**src/rtl/mips_loader_pkg.sv**
```systemverilog
// Shared types and constants for the boot-time program loader.
// Frame: SYNC, CNT_HI, CNT_LO, 2*N data bytes, XOR checksum.
package mips_loader_pkg;

    localparam int         DEF_ADDR_W    = 13;
    localparam int         DEF_DATA_W    = 16;
    localparam logic [7:0] SYNC_BYTE_DEF = 8'hA5;

    // Largest legal word count is a full memory; 17 bits holds 2^16 safely.
    function automatic logic [16:0] max_words(input int addr_w);
        return 17'(1) << addr_w;
    endfunction

    localparam logic [16:0] MAX_WORDS = max_words(DEF_ADDR_W);

    typedef enum logic [2:0] {
        S_IDLE,
        S_CNT_HI,
        S_CNT_LO,
        S_DATA_HI,
        S_DATA_LO,
        S_CHECK,
        S_RUN,
        S_ERROR
    } ld_state_e;

endpackage

```
**src/rtl/mips_loader_word_asm.sv**
```systemverilog
// Byte-pair to word assembly, running XOR and the registered imem write port.
// The write strobe lands the cycle after the low byte transfers.
module mips_loader_word_asm #(
    parameter int ADDR_W = 13,
    parameter int DATA_W = 16
) (
    input  logic              clk,
    input  logic              rst,
    input  logic [7:0]        data_i,
    input  logic              hi_we_i,
    input  logic              lo_we_i,
    input  logic              clr_xor_i,
    input  logic [ADDR_W-1:0] addr_i,
    output logic              imem_we_o,
    output logic [ADDR_W-1:0] imem_addr_o,
    output logic [DATA_W-1:0] imem_wdata_o,
    output logic [7:0]        xor_o
);

    logic [7:0]        hi_q;
    logic [7:0]        xor_q;
    logic              we_q;
    logic [ADDR_W-1:0] addr_q;
    logic [DATA_W-1:0] wdata_q;

    always_ff @(posedge clk) begin
        if (rst) begin
            hi_q    <= '0;
            xor_q   <= '0;
            we_q    <= 1'b0;
            addr_q  <= '0;
            wdata_q <= '0;
        end else begin
            we_q <= lo_we_i;
            if (hi_we_i) hi_q <= data_i;
            // Address is captured before the top bumps its word counter.
            if (lo_we_i) begin
                addr_q  <= addr_i;
                wdata_q <= DATA_W'({hi_q, data_i});
            end
            if (clr_xor_i)
                xor_q <= '0;
            else if (hi_we_i || lo_we_i)
                xor_q <= xor_q ^ data_i;
        end
    end

    assign imem_we_o    = we_q;
    assign imem_addr_o  = addr_q;
    assign imem_wdata_o = wdata_q;
    assign xor_o        = xor_q;

endmodule

```
**src/rtl/mips_prog_loader.sv**
```systemverilog
// Boot loader: parses a framed byte stream into imem writes, holding the CPU
// in reset until the checksum matches.
module mips_prog_loader
    import mips_loader_pkg::*;
#(
    parameter int         ADDR_W    = DEF_ADDR_W,
    parameter int         DATA_W    = DEF_DATA_W,
    parameter logic [7:0] SYNC_BYTE = SYNC_BYTE_DEF
) (
    input  logic              clk,
    input  logic              rst,
    input  logic [7:0]        in_data,
    input  logic              in_valid,
    output logic              in_ready,
    output logic              imem_we,
    output logic [ADDR_W-1:0] imem_addr,
    output logic [DATA_W-1:0] imem_wdata,
    output logic              cpu_hold,
    output logic              load_done,
    output logic              load_err,
    output logic [ADDR_W:0]   words_loaded
);

    localparam logic [16:0] MAX_N = max_words(ADDR_W);

    ld_state_e       state_q;
    logic [15:0]     cnt_q;
    logic [ADDR_W:0] words_q;
    logic            ready_q, hold_q, done_q, err_q;
    logic [7:0]      xor_w;

    logic        xfer;
    logic [16:0] cnt_full;
    logic        last_word;

    assign xfer      = in_valid && ready_q;
    assign cnt_full  = {1'b0, cnt_q[15:8], in_data};
    assign last_word = (17'(words_q) + 17'd1) == {1'b0, cnt_q};

    always_ff @(posedge clk) begin
        if (rst) begin
            state_q <= S_IDLE;
            cnt_q   <= '0;
            words_q <= '0;
            ready_q <= 1'b1;
            hold_q  <= 1'b1;
            done_q  <= 1'b0;
            err_q   <= 1'b0;
        end else if (xfer) begin
            case (state_q)
                S_IDLE:
                    if (in_data == SYNC_BYTE) state_q <= S_CNT_HI;
                S_CNT_HI: begin
                    cnt_q[15:8] <= in_data;
                    state_q     <= S_CNT_LO;
                end
                S_CNT_LO: begin
                    cnt_q[7:0] <= in_data;
                    if (cnt_full > MAX_N) begin
                        state_q <= S_ERROR;
                        ready_q <= 1'b0;
                        err_q   <= 1'b1;
                    end else if (cnt_full == '0) begin
                        state_q <= S_CHECK;
                    end else begin
                        state_q <= S_DATA_HI;
                    end
                end
                S_DATA_HI:
                    state_q <= S_DATA_LO;
                S_DATA_LO: begin
                    words_q <= words_q + 1'b1;
                    state_q <= last_word ? S_CHECK : S_DATA_HI;
                end
                S_CHECK: begin
                    ready_q <= 1'b0;
                    if (in_data == xor_w) begin
                        state_q <= S_RUN;
                        hold_q  <= 1'b0;
                        done_q  <= 1'b1;
                    end else begin
                        state_q <= S_ERROR;
                        err_q   <= 1'b1;
                    end
                end
                default: ;
            endcase
        end
    end

    mips_loader_word_asm #(
        .ADDR_W(ADDR_W),
        .DATA_W(DATA_W)
    ) u_word_asm (
        .clk          (clk),
        .rst          (rst),
        .data_i       (in_data),
        .hi_we_i      (xfer && state_q == S_DATA_HI),
        .lo_we_i      (xfer && state_q == S_DATA_LO),
        .clr_xor_i    (xfer && state_q == S_IDLE && in_data == SYNC_BYTE),
        .addr_i       (words_q[ADDR_W-1:0]),
        .imem_we_o    (imem_we),
        .imem_addr_o  (imem_addr),
        .imem_wdata_o (imem_wdata),
        .xor_o        (xor_w)
    );

    assign in_ready     = ready_q;
    assign cpu_hold     = hold_q;
    assign load_done    = done_q;
    assign load_err     = err_q;
    assign words_loaded = words_q;

endmodule

```
**config.mk**
```make
export PLATFORM = sky130hd
export DESIGN_NAME = mips_prog_loader
export DESIGN_NICKNAME = d
export VERILOG_FILES = /design/src/rtl/mips_loader_pkg.sv /design/src/rtl/mips_loader_word_asm.sv /design/src/rtl/mips_prog_loader.sv
export SDC_FILE = /design/constraint.sdc
export NUM_CORES = 1
export LEC_CHECK = 0
export CORE_AREA = 5 5 92 94
export CTS_CLUSTER_SIZE = 20
export DETAILED_ROUTE_END_ITERATION = 8
export DIE_AREA = 0 0 97 99
export HOLD_SLACK_MARGIN = 0.08
export PLACE_DENSITY = 0.78
export SLEW_MARGIN = 40
export SYNTH_ARGS = -nofsm -noshare
export SYNTH_HDL_FRONTEND = slang
export SYNTH_SLANG_ARGS = --single-unit
```
**constraint.sdc**
```tcl
create_clock -name clk -period 2.5 [get_ports clk]
set_input_delay 0.5 -clock clk [delete_from_list [all_inputs] [get_ports clk]]
set_output_delay 0.5 -clock clk [all_outputs]
set_load 0.005 [all_outputs]
```
==> impl_metrics.yaml, run 1 <==
timing:
  max_clock_freq_mhz: 459.9
  slew_headroom_pct: 57.87
  fin_skew_ps: 9.025
  tns_ps: 0
  rsz0062_at_grt: "no"
  fin_crit_ps: 2174
  hold_viol_final: 0
  fin_crit_sh_pct: 86.98
  setup_violations: 0
  tightest_slew_ps: 632.0
  maxSlewViolCount: 0
place:
  hpwl_um: 7053
  io_buffers: 58
  dp.cells: 628
  gp_congestion: 0.8728
grt:
  grt_max_degree: 47
  grt_antenna_before_repair: 0
  grt_pass1_vias: 3334
  track_usage_pct: 20.45
  grt-ovfl-total: 0
  grt_pass1_wl_um: 16260
pwr:
  power_leakage_nw: 1.617
  p_per_area_mw_per_mm2: 483.2
  ir_drop_mv: 0.2775
cells_and_area:
  layout.nets: 549
  num_antenna_cells: 0
  finalNonFillerCells: 644
  drive_gt1_share_pct: 9.963
  syn2layout_area_growth_pct: 22.29
detailed_routing:
  antenna_left: 0
  dr.pass1.iters: 5
  drt-initial-drc-count: 235
  drc_errors: 0
  routed_wl_um: 9761
  vias: 3555
  wl_per_cell_um: 15.16
  via_per_inst: 5.520
floorplan:
  fp.coreArea_mm2: 0.007567
  die-area_mm2: 0.009603
  die_y_um: 99
  start_util_pct: 51.93
  io_pins: 59
  die_w_um: 97
  fp-row-count: 32
clock_network:
  clock_sinks: 83
  clock_latency_ps: 370
  cts_setup_buffers: 0
  cts_root_buffer: "clkbuf_8"
  cts_tree: "built"
  htreeDepth: 3
  cts_hold_buf: 0
  clk_path_buf_depth: 2
  path_clk_slew_ps: 90
  cts_resized: 0
  cts_buffers: 9
synthesis:
  synth_compound_area_share_pct: 13.94
  synthXorXnorAreaFrac_pct: 9.710
  synth_edf_count: 0
  yosysSeqAreaShare_pct: 42.28
  synth_top_family_by_area: "simple AND/OR/NAND/NOR gates"
  synth_fa_ha_area_share_pct: 0.6049
  ys.warnings.count: 0
  ys.flop_type: "dfxtp_1"
  synth_common_cells: "nand2_1, dfxtp_1, a21oi_1, nor2_1, xnor2_1"
  syn_area_per_cell_um2: 8.154
  synth_top_area_share_pct: 42.28
  yosysMostFrequentCell: "nand2_1"
  yosys-top-cells-area: "dfxtp_1, nand2_1, a21oi_1, xnor2_1, nor2_1"
  synth_async_sr_flop_share_pct: 0
  synth_seq_cells: 83
  synthMuxAreaShare_pct: 2.038
  netlist-cell-type-count: 59
  yosys.area_share.simple_pct: 25.53
  synth_cells: 482
  syn_nets: 494
  syn_area_mm2: 0.003930
  netlist.top_cell.by_area: "dfxtp_1"
worst_setup_path:
  arrival_ps: 2490
  path_max_fanout: 11
  cp.required_ps: 2810
  cp-end-kind: "flop"
  start_kind: "flop"
  path_class: "flop to flop"
flow_run:
  cap_violations: 0
min_path:
  min_path_type: "flop to flop"
run_status:
  outcome: "completed"
-- worst paths after layout --
| check | start | to | slack (ps) | cells after the start |
|---|---|---|---|---|
| worst max-delay path | words_loaded[4] | state_q[2] | 330 | 6 |
| worst min-delay path | u_word_asm.imem_addr_o[5] | u_word_asm.imem_addr_o[5] | 460 | 2 |
| worst max register to register | words_loaded[4] | state_q[2] | 330 | 6 |
| worst min register to register | u_word_asm.imem_addr_o[5] | u_word_asm.imem_addr_o[5] | 460 | 2 |
-- critical path, cell delays in order, from the launching register on --
cell and delay (ps):
dfxtp_1 560, nand2_1 190, a211o_1 320, a221oi_2 260
nand4_1 160, nor4_2 410, o221a_1 230
-- logic make-up (layout without fill, tap and decap cells) --
kind of cell / count (synthesis) / count (layout)
mux: 8 / 8
simple gates: 211 / 211
compound gates: 92 / 92
flops: 83 / 83
buf+inv: 44 / 104
fa+ha+maj: 2 / 2
xor+xnor: 42 / 42
-- state kept, by name, indices dropped and copies added, names as in the netlist --
| name | count |
|---|---|
| u_word_asm.hi_q | 8 |
| load_err | 1 |
| u_word_asm.imem_we_o | 1 |
| u_word_asm.xor_o | 8 |
| cpu_hold | 1 |
| u_word_asm.imem_addr_o | 13 |
| load_done | 1 |
| cnt_q | 16 |
| in_ready | 1 |
| u_word_asm.imem_wdata_o | 16 |
| state_q | 3 |
| words_loaded | 14 |
-- layout by cell type (no fill, tap or decap), types with 3 or more instances in the layout --
cell type        Yosys  final
nand2_1            103    103
dfxtp_1             83     83
clkdlybuf4s50_1      0     57
a21oi_1             55     55
nor2_1              41     41
xnor2_1             26     26
buf_4                7     21
xor2_1              15     15
o21ai_0             13     13
nand3_1             12     12
nor3_1              10     10
clkbuf_8             0      9
nand4_1              8      8
nor4_1               8      8
mux2i_1              8      8
inv_1                7      7
nor2b_1              5      5
inv_6                0      4
a21o_1               3      3
-- per-stage QoR --
step	hold slack, ps	total power, W	util (%)	instance area (um^2)	setup slack, ps
5_1_grt	478.6	0.002406	63.51	4806	186.3
3_5_place_dp	444.7	0.001446	61.13	4626	131.1
3_3_place_gp	435.6	0.001445	61.13	4626	145.0
2_1_floorplan	428.4	0.001399	-	3930	463.6
4_1_cts	460.3	0.002340	63.51	4806	351.5
6_report	455.6	0.002322	63.51	4806	325.6
-- power by group --
| part | internal [W] | switching (W) | leakage, nW | total (W) |
|---|---|---|---|---|
| logic | 0.0000374 | 0.0000571 | 0.857 | 0.0000944 |
| clock network | 0.000375 | 0.000532 | 0.0910 | 0.000907 |
| registers | 0.00132 | 0.000000309 | 0.668 | 0.00132 |
| total | 0.00173 | 0.000589 | 1.62 | 0.00232 |
-- final cells by class --
class	count	area (um^2)
repair buffers	81	773.2
inverters	7	26.28
flip-flops and latches	83	1662
clock buffers	9	123.9
clock inverters	7	56.30
multi-input cells	355	2037
well taps	102	127.6
fillers	644	2761
-- layer usage --
metal | up-vias | share of wire, % | GRT usage [%]
met5 | - | 0 | 0
met4 | 0 | 1.6 | 7.667
met3 | 17 | 6.6 | 3.963
met2 | 136 | 49 | 34.98
met1 | 1648 | 43 | 25.58
li1 | 1754 | - | -
Note: power is estimated with default switching activity, not from simulation.
==> run 2, diff against run 1 <==
CAP_MARGIN = 20   (was unset)
==> results of run 2 <==
No change in the layout: final DEF, timing and power equal those of run 1.
==> run 3, diff against run 2 <==
CTS_CLUSTER_SIZE = unset   (was 20)
==> results of run 3 <==
No change in the layout: final DEF, timing and power equal those of run 1.
